### config.mk
export PLATFORM = sky130hd
export DESIGN_NAME = series_result_collector
export DESIGN_NICKNAME = d
export VERILOG_FILES = /design/src/rtl/series_result_collector.sv
export SDC_FILE = /design/constraint.sdc
export NUM_CORES = 1
export LEC_CHECK = 0
export BUFFER_PORTS_ARGS = -buffer_cell sky130_fd_sc_hd__buf_2
export CAP_MARGIN = 20
export CORE_UTILIZATION = 52
export CTS_CLUSTER_SIZE = 16
export DETAILED_ROUTE_END_ITERATION = 8
export PLACE_DENSITY = 0.75
export RECOVER_POWER = 25
export SYNTH_ARGS = -nofsm -noshare
export SYNTH_HDL_FRONTEND = slang
export SYNTH_SLANG_ARGS = --single-unit
### constraint.sdc
create_clock -name clk -period 3.9 [get_ports clk]
set_clock_uncertainty 0.2 [all_clocks]
set_input_delay 0.195 -clock clk [delete_from_list [all_inputs] [get_ports clk]]
set_output_delay 0.195 -clock clk [all_outputs]
set_load 0.05 [all_outputs]
### src/rtl/series_result_collector.sv
// Output-end collector for the Q1.31 series pipeline: buffers final results in a
// first-word-fall-through FIFO and returns issue credits to the operand feeder.
module series_result_collector #(
  parameter int DEPTH    = 4,
  parameter int WIDTH    = 32,
  parameter bit SATURATE = 1'b1
) (
  input  logic                       clk,
  input  logic                       rst_n,
  input  logic                       in_valid,
  input  logic [WIDTH-1:0]           in_sum,
  input  logic                       in_ovf,
  input  logic                       issue_req,
  output logic                       issue_ok,
  output logic                       out_valid,
  input  logic                       out_ready,
  output logic [WIDTH-1:0]           out_data,
  output logic                       out_ovf,
  output logic [$clog2(DEPTH):0]     count,
  output logic                       err_drop,
  output logic                       err_credit
);

  localparam int AW = $clog2(DEPTH);
  localparam int CW = AW + 1;
  localparam logic [CW-1:0] FULL_COUNT = CW'(DEPTH);

  logic [WIDTH-1:0] mem_sum [DEPTH];
  logic [DEPTH-1:0] mem_ovf;
  logic [AW-1:0]    wr_ptr;
  logic [AW-1:0]    rd_ptr;
  logic [CW-1:0]    count_q;
  logic [CW-1:0]    credit;

  logic             pop;
  logic             push;
  logic             full;
  logic             credit_take;
  logic [WIDTH-1:0] stored_sum;

  assign full        = (count_q == FULL_COUNT);
  assign pop         = (count_q != '0) && out_ready;
  assign push        = in_valid && (!full || pop);
  assign credit_take = issue_req && issue_ok;

  // Overflowed results clamp toward the true sign, which is the inverse of the wrapped MSB.
  always_comb begin
    stored_sum = in_sum;
    if (SATURATE && in_ovf) begin
      if (in_sum[WIDTH-1])
        stored_sum = {1'b0, {(WIDTH-1){1'b1}}};
      else
        stored_sum = {1'b1, {(WIDTH-1){1'b0}}};
    end
  end

  always_ff @(posedge clk) begin
    if (!rst_n) begin
      for (int i = 0; i < DEPTH; i++) mem_sum[i] <= '0;
      mem_ovf    <= '0;
      wr_ptr     <= '0;
      rd_ptr     <= '0;
      count_q    <= '0;
      credit     <= FULL_COUNT;
      err_drop   <= 1'b0;
      err_credit <= 1'b0;
    end else begin
      if (push) begin
        mem_sum[wr_ptr] <= stored_sum;
        mem_ovf[wr_ptr] <= in_ovf;
        wr_ptr          <= wr_ptr + 1'b1;
      end
      if (pop)
        rd_ptr <= rd_ptr + 1'b1;

      if (push && !pop)
        count_q <= count_q + 1'b1;
      else if (pop && !push)
        count_q <= count_q - 1'b1;

      // A pop never lifts credit beyond DEPTH, even if results arrive unissued.
      if (credit_take && !pop)
        credit <= credit - 1'b1;
      else if (pop && !credit_take && credit != FULL_COUNT)
        credit <= credit + 1'b1;

      if (in_valid && full && !pop)
        err_drop <= 1'b1;
      if (issue_req && !issue_ok)
        err_credit <= 1'b1;
    end
  end

  assign issue_ok  = (credit != '0);
  assign out_valid = (count_q != '0);
  assign out_data  = mem_sum[rd_ptr];
  assign out_ovf   = mem_ovf[rd_ptr];
  assign count     = count_q;

endmodule

# Word level (Yosys, flattened, before mapping)
# Memories as Yosys holds them, arrays and structs flattened. A register that Yosys moved wholly into a read port is not among the register bits.
# Index checks and enable logic that the tools add are counted.
# classes
addsub,6
order_cmp,3
eq_ne,2
mux,20
reduce_logical,23
# op_table
operator,count
$mux 32,3
$reduce_or 32->1,1
$logic_and 1x1->1,12
$mux 3,4
$mux 1,7
$add 3x1->3 const B,2
$lt 2x3->1 const B,2
$mux 2,3
$reduce_bool 3->1,2
$sub 3x1->3 const B,2
$logic_not 1->1,5
$add 2x1->2 const B,2
$bwmux 4,1
$reduce_bool 2->1,2
$eq 3x3->1 const B,1
$ne 3x3->1 const B,1
$bmux 1 s2,1
$demux 1 s2,1
$ge 2x1->1 const B,1
$logic_or 1x1->1,1
# word_totals
register_bits,16
mem_bits_rw,128
inputBits,38
output_inout_bits,40
word_cells,62
mem_count,1
# memory_table
memory,words,width,rd,rd_clocked_by_memory_dff,wr,line_no,source
mem_sum,4,32,1,1,4,28,logic [WIDTH-1:0] mem_sum [DEPTH];

# Longest topological paths before layout
# Gate-level depths: netlist of the first run.
# depth
ltp_word,9
mapped_depth,10
depth_no_buf,9

# Worst setup path before layout of the first run
# Ideal clock, no wire load.
# synth_path
path_kind,flip-flop to flip-flop
from,register count_q[0] (netlist: count[0])
to,memory mem_sum[3][0] (enable)
setup_time_ns,0.470
arrival_ns,3.638
required_ns,3.230
setup_slack_ns,-0.408
stages_incl_launch_ff,5
n_path_buf,1
period_less_slack_ns,4.308
cell_sequence,dfxtp_1 -> or4b_1 -> buf_2 -> nand2_1 -> o31ai_1
# synth_lines
item,line_no,source
"start, declared",32,logic [CW-1:0] count_q;
"start signal, assigned",77,count_q <= count_q + 1'b1;
"start signal, assigned",79,count_q <= count_q - 1'b1;
"end, declared",28,

==> qor.csv, run 1 <==
stage;metric;value;unit
outcome;result of the run;finished, final reports clean;
timing;maximum operating frequency;0.329;GHz
worst_hold_path;Hold Path Depth;3;
place;estimated wirelength of the detail-placed design;8400;µm
yosys;post-synth net total;511;
timing;final setup violation count;0;
power_and_ir_drop;IR drop worst, VDD;0.000467;V
yosys;Post-Synthesis Cell Area;0.00643;mm²
finish;ratio of cells with drive above 1 in the final layout;0.259;
global_routing;initial antenna violation count;0;
clock_tree;TritonCTS clock tree;built;
clock_tree;deepest clock path buffer count;2;
setup_path;Worst Setup Start Kind;flip-flop;
routing;detailed-router iteration count before antenna repair;5;
yosys;largest cells by area after synthesis;edfxtp_1 60%, mux4_2 12%, nor2_1 8.3%;
finish;area added between synthesis and finish;20.6;%
timing;smallest hold slack;0.00840;ns
worst_hold_path;terminating pin of the worst hold path;mem_sum[2][22];
routing;via/cell ratio;5.75;
floorplanning;number of placed I/O pins;78;
finish;net total in the final layout;612;
clock_tree;CTS root buf;clkbuf_16;
routing;total DRC errors in the routed layout;0;
timing;unrepaired setup endpoints after global routing;false;
timing;pin slew with the least headroom to its limit;0.991;ns
yosys;sequential fraction of the synthesis area;0.654;
place;number of input and output port buffers inserted;77;
setup_path;type of the worst setup path;flip-flop to flip-flop;
yosys;Synth Instances;466;
yosys;library cell with the highest instance count after synthesis;nor2_1;
floorplanning;Die Y;113;µm
timing;shortest clock period the worst path allows after layout;3.04;ns
clock_tree;number of sinks on the clock net;146;
global_routing;first-pass GRT wire length;21700;µm
routing;DRC marker count from the first detailed-route iteration;311;
global_routing;pin count of the biggest net entering global routing;33;
setup_path;setup slack, reg-to-reg;0.86;ns
global_routing;total global routing overflow;0;
routing;number of nets with antenna violations after detailed routing;0;
setup_path;data required time of the critical path;3.77;ns
power_and_ir_drop;PwrDens;668;mW/mm²
place;gp weighted congestion;0.754;
setup_path;reg-to-reg critical path endpoint;mem_sum[0][16];
clock_tree;count of H-tree levels built during CTS;4;
yosys;share of flip-flops with an asynchronous set or reset;0;
floorplanning;area of the die;0.0128;mm²
setup_path;worst r2r path cells;6;
power_and_ir_drop;leakage power of the design;2.99;nW
yosys;leading register cell type out of synthesis;edfxtp_1;
global_routing;number of global-route vias before repair;4326;
yosys;synthesized area per cell;13.8;µm²
timing;Slew HR;0.338;
setup_path;highest fanout seen on the critical path;27;
floorplanning;Std-Cell Core Area;0.0120;mm²
clock_tree;number of buffers added by the clock tree synthesis step;17;
timing;total negative slack for setup checks;0;ns
flow_run;maximum capacitance violations;0;
floorplanning;floorplan row count;40;
timing;period utilization;0.779;
clock_tree;cts repair resizes;0;
setup_path;arrival time of data at the critical path endpoint;2.90;ns
floorplanning;Die X;113;µm
setup_path;FF-to-FF Start;count[0];
worst_hold_path;min-delay src;in_sum[22];
yosys;flop and latch count out of synthesis;146;
yosys;cell type with the highest aggregate area in the netlist;edfxtp_1;
timing;Final Hold Fails;0;
floorplanning;initial cell density of the core;0.536;
routing;routed length per placed instance;18.9;µm
yosys;number of distinct library cell variants in the gate-level netlist after synthesis;38;
yosys;number of flops mapped to enable cells by yosys;128;
clock_tree;buffers inserted by post-CTS timing repair;0;
setup_path;crit path capture type;flip-flop;
clock_tree;Clock Pin Slew Worst Setup and Hold Paths;0.06;ns
worst_hold_path;Tightest Hold Check Type;primary input to flip-flop;
routing;Vias;4183;
global_routing;total routing resource utilization after global routing;0.230;
timing;Final Slew Violations;0;
yosys;top cells by instance count after synthesis;143 x nor2_1, 128 x edfxtp_1, 37 x a21oi_1;
yosys;post-synth top area share;0.598;
routing;total wirelength of the detailed-routed design;13700;µm
yosys;number of warnings reported in the yosys synthesis log;0;
finish;final antenna diode count;0;
clock_tree;clock insertion delay at the later pin of the skew report;0.42;ns
clock_tree;hold-fix buffer count after cts;29;
flip-flops by register name (all words and copies together) (netlist names), named ones only:
signal / count
rd_ptr: 2
mem_sum: 128
err_credit: 1
mem_ovf: 4
count: 3
err_drop: 1
credit: 3
wr_ptr: 2
kinds of logic (layout without fill, tap and decap cells):
logic type | count (synthesis) | count (layout) | share of synthesized area
flops | 146 | 146 | 0.654
buf+inv | 47 | 161 | 0.0436
mux | 39 | 39 | 0.125
fa+ha+maj | 7 | 7 | 0.0160
compound gates | 49 | 49 | 0.0432
simple gates | 170 | 170 | 0.108
xor+xnor | 8 | 8 | 0.0109
routing by layer:
layer,up-vias,routed length [µm],track usage
met5,-,0,0
met4,0,246,0.0930
met3,27,906,0.0557
met2,178,7300,0.413
met1,2081,5280,0.263
li1,1897,-,-
where the power goes:
group	switching, mW	internal, mW	leakage (nW)
sequential	0.133	1.88	1.48
combinational	1.04	0.515	1.23
clock	0.613	1.01	0.277
how the worst max path moves through the flow:
stage	from	end	slack [ns]	cells past startpoint
after floorplan	count[0]	mem_sum[3][0]	0.59	4
after CTS	count[0]	mem_sum[0][4]	0.96	6
after detailed placement	count[0]	mem_sum[0][10]	1.00	6
after global placement	count[0]	mem_sum[0][10]	1.13	6
after global routing	count[0]	mem_sum[0][4]	0.61	6
final	count[0]	mem_sum[0][16]	0.86	6
layout by cell type, fill, tap and decap left out, types with 2 or more instances in the layout:
master	count
xnor2_1	5
nand2_1	7
ha_1	5
nand3_1	8
fa_1	2
bufinv_16	3
inv_1	9
nor2_1	143
buf_2	68
buf_4	11
o2111ai_1	2
mux4_2	33
clkbuf_16	17
clkbuf_1	11
or3_2	2
clkinv_2	3
dfxtp_1	17
or3_1	4
a21oi_1	37
inv_6	2
dlygate4sd3_1	29
xor2_1	3
mux2i_1	6
clkinvlp_4	4
edfxtp_1	128
o21ai_0	2
worst max-delay path: stages, from the launching register on:
cell and delay (ns):
dfxtp_1 0.44, or4b_1 0.30, nand3_1 0.35, buf_4 0.38, or3_1 0.37, nand2_1 0.22, buf_4 0.41
stage by stage:
| step | instances | utilization | power (mW) | setup slack [ns] | area (µm²) |
|---|---|---|---|---|---|
| floorplan | 466 | - | 3.26 | 0.589 | 6440 |
| global placement | 665 | 0.572 | 3.55 | 1.13 | 6870 |
| detailed placement | 666 | 0.574 | 3.59 | 1.00 | 6890 |
| CTS | 727 | 0.647 | 5.22 | 0.955 | 7780 |
| global route | 727 | 0.646 | 5.37 | 0.606 | 7760 |
| finish | 727 | 0.646 | 5.18 | 0.864 | 7760 |
layout make-up:
type	instances	area (µm²)
clock buffer	19	433
tap	147	184
inverter	10	38.8
timing repair buffer	119	779
sequential	146	4210
multi-input combinational	273	1960
clock inverter	13	160
fill	888	4250
No activity file was read; power rests on OpenSTA's default activity.
==> run 2, diff against run 1 <==
--- a/config.mk
+++ b/config.mk
@@ -5,12 +5,13 @@
 export SDC_FILE = /design/constraint.sdc
 export NUM_CORES = 1
 export LEC_CHECK = 0
+export ABC_AREA = 1
 export BUFFER_PORTS_ARGS = -buffer_cell sky130_fd_sc_hd__buf_2
 export CAP_MARGIN = 20
-export CORE_UTILIZATION = 52
+export CORE_UTILIZATION = 53
 export CTS_CLUSTER_SIZE = 16
 export DETAILED_ROUTE_END_ITERATION = 8
-export PLACE_DENSITY = 0.75
+export PLACE_DENSITY = 0.76
 export RECOVER_POWER = 25
 export SYNTH_ARGS = -nofsm -noshare
 export SYNTH_HDL_FRONTEND = slang
==> constraint.sdc (replaced) <==
create_clock -name clk -period 2.6 [get_ports clk]
set_clock_uncertainty 0.2 [all_clocks]
set_input_delay 0.13 -clock clk [delete_from_list [all_inputs] [get_ports clk]]
set_output_delay 0.13 -clock clk [all_outputs]
set_load 0.05 [all_outputs]
==> run 2 against run 1 <==
Compared with the run above: sequential share of layout area shrank 2.4 points; synthesized cell count rose by 33%; total power is 57% higher.
==> qor.csv, run 2 <==
stage;metric;value;unit;change
outcome;result of the run;finished, final reports clean;;unchanged
timing;pin slew with the least headroom to its limit;1.02;ns;was 0.991 ns
yosys;top cells by instance count after synthesis;168 x nor2_1, 128 x edfxtp_1, 74 x o21ai_0;;was 143 x nor2_1, 128 x edfxtp_1, 37 x a21oi_1
setup_path;crit path capture type;flip-flop;;unchanged
clock_tree;deepest clock path buffer count;2;;unchanged
worst_hold_path;min-delay src;in_sum[31];;was in_sum[22]
finish;fill count;940;;was 888
power_and_ir_drop;IR drop worst, VDD;0.000609;V;was 0.000467 V
finish;end-of-flow core utilization;0.670;;was 0.646
yosys;number of distinct library cell variants in the gate-level netlist after synthesis;27;;was 38
clock_tree;TritonCTS clock tree;built;;unchanged
routing;total wirelength of the detailed-routed design;16200;µm;was 13700 µm
place;gp weighted congestion;0.780;;was 0.754
place;Post-DP Area;0.00722;mm²;was 0.00689 mm²
timing;unrepaired setup endpoints after global routing;false;;unchanged
power_and_ir_drop;Gate power share;0.344;;was 0.300
place;number of input and output port buffers inserted;77;;unchanged
setup_path;arrival time of data at the critical path endpoint;2.45;ns;was 2.90 ns
routing;DRC marker count from the first detailed-route iteration;432;;was 311
power_and_ir_drop;leakage power of the design;3.11;nW;was 2.99 nW
power_and_ir_drop;Flop pwr share;0.357;;was 0.388
global_routing;total routing resource utilization after global routing;0.262;;was 0.230
timing;final setup violation count;0;;unchanged
setup_path;largest delay contributor family on the critical path;buffers and inverters;;was simple AND/OR/NAND/NOR gates
global_routing;first-pass GRT wire length;25500;µm;was 21700 µm
worst_hold_path;Hold Path Depth;5;;was 3
floorplanning;Die X;114;µm;was 113 µm
yosys;sequential fraction of the synthesis area;0.631;;was 0.654
yosys;flop and latch count out of synthesis;146;;unchanged
yosys;cell type with the highest aggregate area in the netlist;edfxtp_1;;unchanged
place;estimated wirelength of the detail-placed design;9370;µm;was 8400 µm
finish;flip-flop count of the largest register, all copies and words added;128;;unchanged
routing;via/cell ratio;5.64;;was 5.75
finish;top flop regs;mem_sum (128), mem_ovf (4);;unchanged
finish;Multi-input gate area;0.00211;mm²;was 0.00196 mm²
yosys;post-synth net total;663;;was 511
setup_path;FF-to-FF Start;count[0];;unchanged
yosys;leading register cell type out of synthesis;edfxtp_1;;unchanged
routing;number of nets with antenna violations after detailed routing;0;;unchanged
routing;detailed-router iteration count before antenna repair;5;;unchanged
floorplanning;initial cell density of the core;0.550;;was 0.536
timing;worst setup slack after layout;0.172;ns;was 0.864 ns
power_and_ir_drop;total internal power;4.96;mW;was 3.40 mW
yosys;post-synth top area share;0.577;;was 0.598
setup_path;cells traversed along the worst timing path;dlygate4sd3_1 -> buf_2 -> nand2_1 -> inv_1 -> clkbuf_1 -> a21oi_1 -> nor3_1;;was or4b_1 -> nand3_1 -> buf_4 -> or3_1 -> nand2_1 -> buf_4
timing;Final Slew Violations;0;;unchanged
clock_tree;buffers inserted by post-CTS timing repair;0;;unchanged
power_and_ir_drop;P_sw;3.20;mW;was 1.79 mW
setup_path;data required time of the critical path;2.62;ns;was 3.77 ns
finish;ratio of cells with drive above 1 in the final layout;0.203;;was 0.259
routing;routed length per placed instance;17.8;µm;was 18.9 µm
finish;area added between synthesis and finish;21.9;%;was 20.6%
setup_path;highest fanout seen on the critical path;14;;was 27
place;Worst Setup Slack post-DPL;0.387;ns;was 1.00 ns
floorplanning;area of the die;0.0130;mm²;was 0.0128 mm²
clock_tree;clock insertion delay at the later pin of the skew report;0.42;ns;about the same
finish;Non-Filler Cell Area, Final;0.00812;mm²;was 0.00776 mm²
routing;total DRC errors in the routed layout;0;;unchanged
clock_tree;number of buffers added by the clock tree synthesis step;17;;unchanged
yosys;Post-Synthesis Cell Area;0.00666;mm²;was 0.00643 mm²
setup_path;critical path's slowest cell;clkbuf_1;;was dfxtp_1
yosys;Synth Instances;618;;was 466
timing;shortest clock period the worst path allows after layout;2.43;ns;
global_routing;pin count of the biggest net entering global routing;40;;was 33
place;cell total after placement;840;;was 666
power_and_ir_drop;Clk pwr share;0.299;;was 0.312
finish;most frequent standard cell in the layout excluding fill and tap cells;nor2_1;;unchanged
power_and_ir_drop;PwrDens;1000;mW/mm²;was 668 mW/mm²
setup_path;delay of the slowest cell on the worst path;0.70;ns;was 0.44 ns
floorplanning;floorplan row count;40;;unchanged
worst_hold_path;Tightest Hold Check Type;primary input to flip-flop;;unchanged
setup_path;worst r2r path cells;11;;was 6
setup_path;Worst Setup Start Kind;primary input;;was flip-flop
global_routing;initial antenna violation count;0;;unchanged
setup_path;startpoint of the worst setup timing path;in_ovf;;was count[0]
finish;net total in the final layout;775;;was 612
power_and_ir_drop;Final Total Pwr;8.16;mW;was 5.18 mW
yosys;largest cells by area after synthesis;edfxtp_1 58%, nor2_1 9.5%, o21ai_0 5.6%;;was edfxtp_1 60%, mux4_2 12%, nor2_1 8.3%
flow_run;maximum capacitance violations;0;;unchanged
finish;final antenna diode count;0;;unchanged
setup_path;number of buffers and inverters on the critical path;4;;was 2
finish;register ranked first by flip-flop count;mem_sum;;unchanged
global_routing;number of global-route vias before repair;5136;;was 4326
timing;total negative slack for setup checks;0;ns;unchanged
clock_tree;number of sinks on the clock net;146;;unchanged
timing;maximum operating frequency;0.412;GHz;
global_routing;total global routing overflow;0;;unchanged
floorplanning;Die Y;114;µm;was 113 µm
clock_tree;Clock Pin Slew Worst Setup and Hold Paths;0.06;ns;about the same
floorplanning;Std-Cell Core Area;0.0121;mm²;was 0.0120 mm²
setup_path;type of the worst setup path;primary input to flip-flop;;was flip-flop to flip-flop
timing;Final Hold Fails;0;;unchanged
floorplanning;number of placed I/O pins;78;;unchanged
finish;commonest cells after routing, fill and taps aside;169 x nor2_1, 128 x edfxtp_1, 73 x o21ai_0;;was 143 x nor2_1, 128 x edfxtp_1, 68 x buf_2
routing;Vias;5134;;was 4183
timing;smallest hold slack;0.0619;ns;was 0.00840 ns
yosys;share of flip-flops with an asynchronous set or reset;0;;unchanged
yosys;number of warnings reported in the yosys synthesis log;0;;unchanged
timing;Slew HR;0.319;;was 0.338
power_and_ir_drop;switching power share of the total;0.392;;was 0.345
clock_tree;count of H-tree levels built during CTS;4;;unchanged
clock_tree;CTS root buf;clkbuf_16;;unchanged
finish;footprint of the flip-flops and latches;0.00421;mm²;unchanged
setup_path;count of cell instances traversed by the critical path;7;;was 6
finish;final non-filler cell total;911;;was 727
yosys;synthesized area per cell;10.8;µm²;was 13.8 µm²
timing;period utilization;0.934;;
yosys;library cell with the highest instance count after synthesis;nor2_1;;unchanged
yosys;number of flops mapped to enable cells by yosys;128;;unchanged
[run 2: cell types whose count changed after synthesis, moves of 4 or more]
cell and change:
o21ai_0 +72, mux4_2 -33, o22ai_1 +33, nor3_2 +29, nor2_1 +25, nand2_1 +22, inv_1 +10, buf_2 +8
a21oi_1 +7, mux2i_1 -6, xnor2_1 -5, or3_1 -4
[run 2: cells by family after synthesis]
logic type | share of synthesized area
AO/OA/AOI/OAI | 0.122
XOR/XNOR | 0.00132
adder cells (fa/ha/maj) | 0.0154
buffers and inverters | 0.0507
flip-flops | 0.631
AND/OR/NAND/NOR | 0.180
[run 2: final timing paths]
path,end,slack (ns)
max,mem_sum[2][21],0.17
min,mem_sum[3][31],0.06
max reg2reg,count[2],0.25
min reg2reg,err_drop,0.26
[run 2: worst min-delay path, delay by kind of cell]
kind	cells	cell delay, ns
buf+inv	2	0.18
simple gates	3	0.26
[run 2: final cells by class]
cell class	count	share of cell area
timing repair buffer	135	0.114
inverter	22	0.0102
sequential	146	0.518
multi-input combinational	408	0.259
clock buffer	18	0.0529
tap	168	0.0259
clock inverter	14	0.0200
[run 2: power groups by stage]
stage / clock network, mW / logic [mW] / registers [mW]
6_report: 2.44 / 2.81 / 2.91
5_1_grt: 2.55 / 2.99 / 2.94
4_1_cts: 2.45 / 2.82 / 2.91
3_5_place_dp: 0 / 2.76 / 2.96
3_3_place_gp: 0 / 2.71 / 2.95
2_1_floorplan: 0 / 2.05 / 3.01
[run 2: repair_timing]
item	in CTS	in global routing
hold buffers	38	0
resized for setup	0	0
hold endpoints to repair	127	0
[run 2: per-layer routing]
layer / part of all wire / routed length (µm) / up-vias / global-route usage
met3: 0.066 / 1080 / 23 / 0.0572
met2: 0.51 / 8320 / 198 / 0.444
met1: 0.41 / 6580 / 2512 / 0.330
met5: 0 / 0 / - / 0
li1: - / - / 2401 / -
met4: 0.015 / 246 / 0 / 0.0978
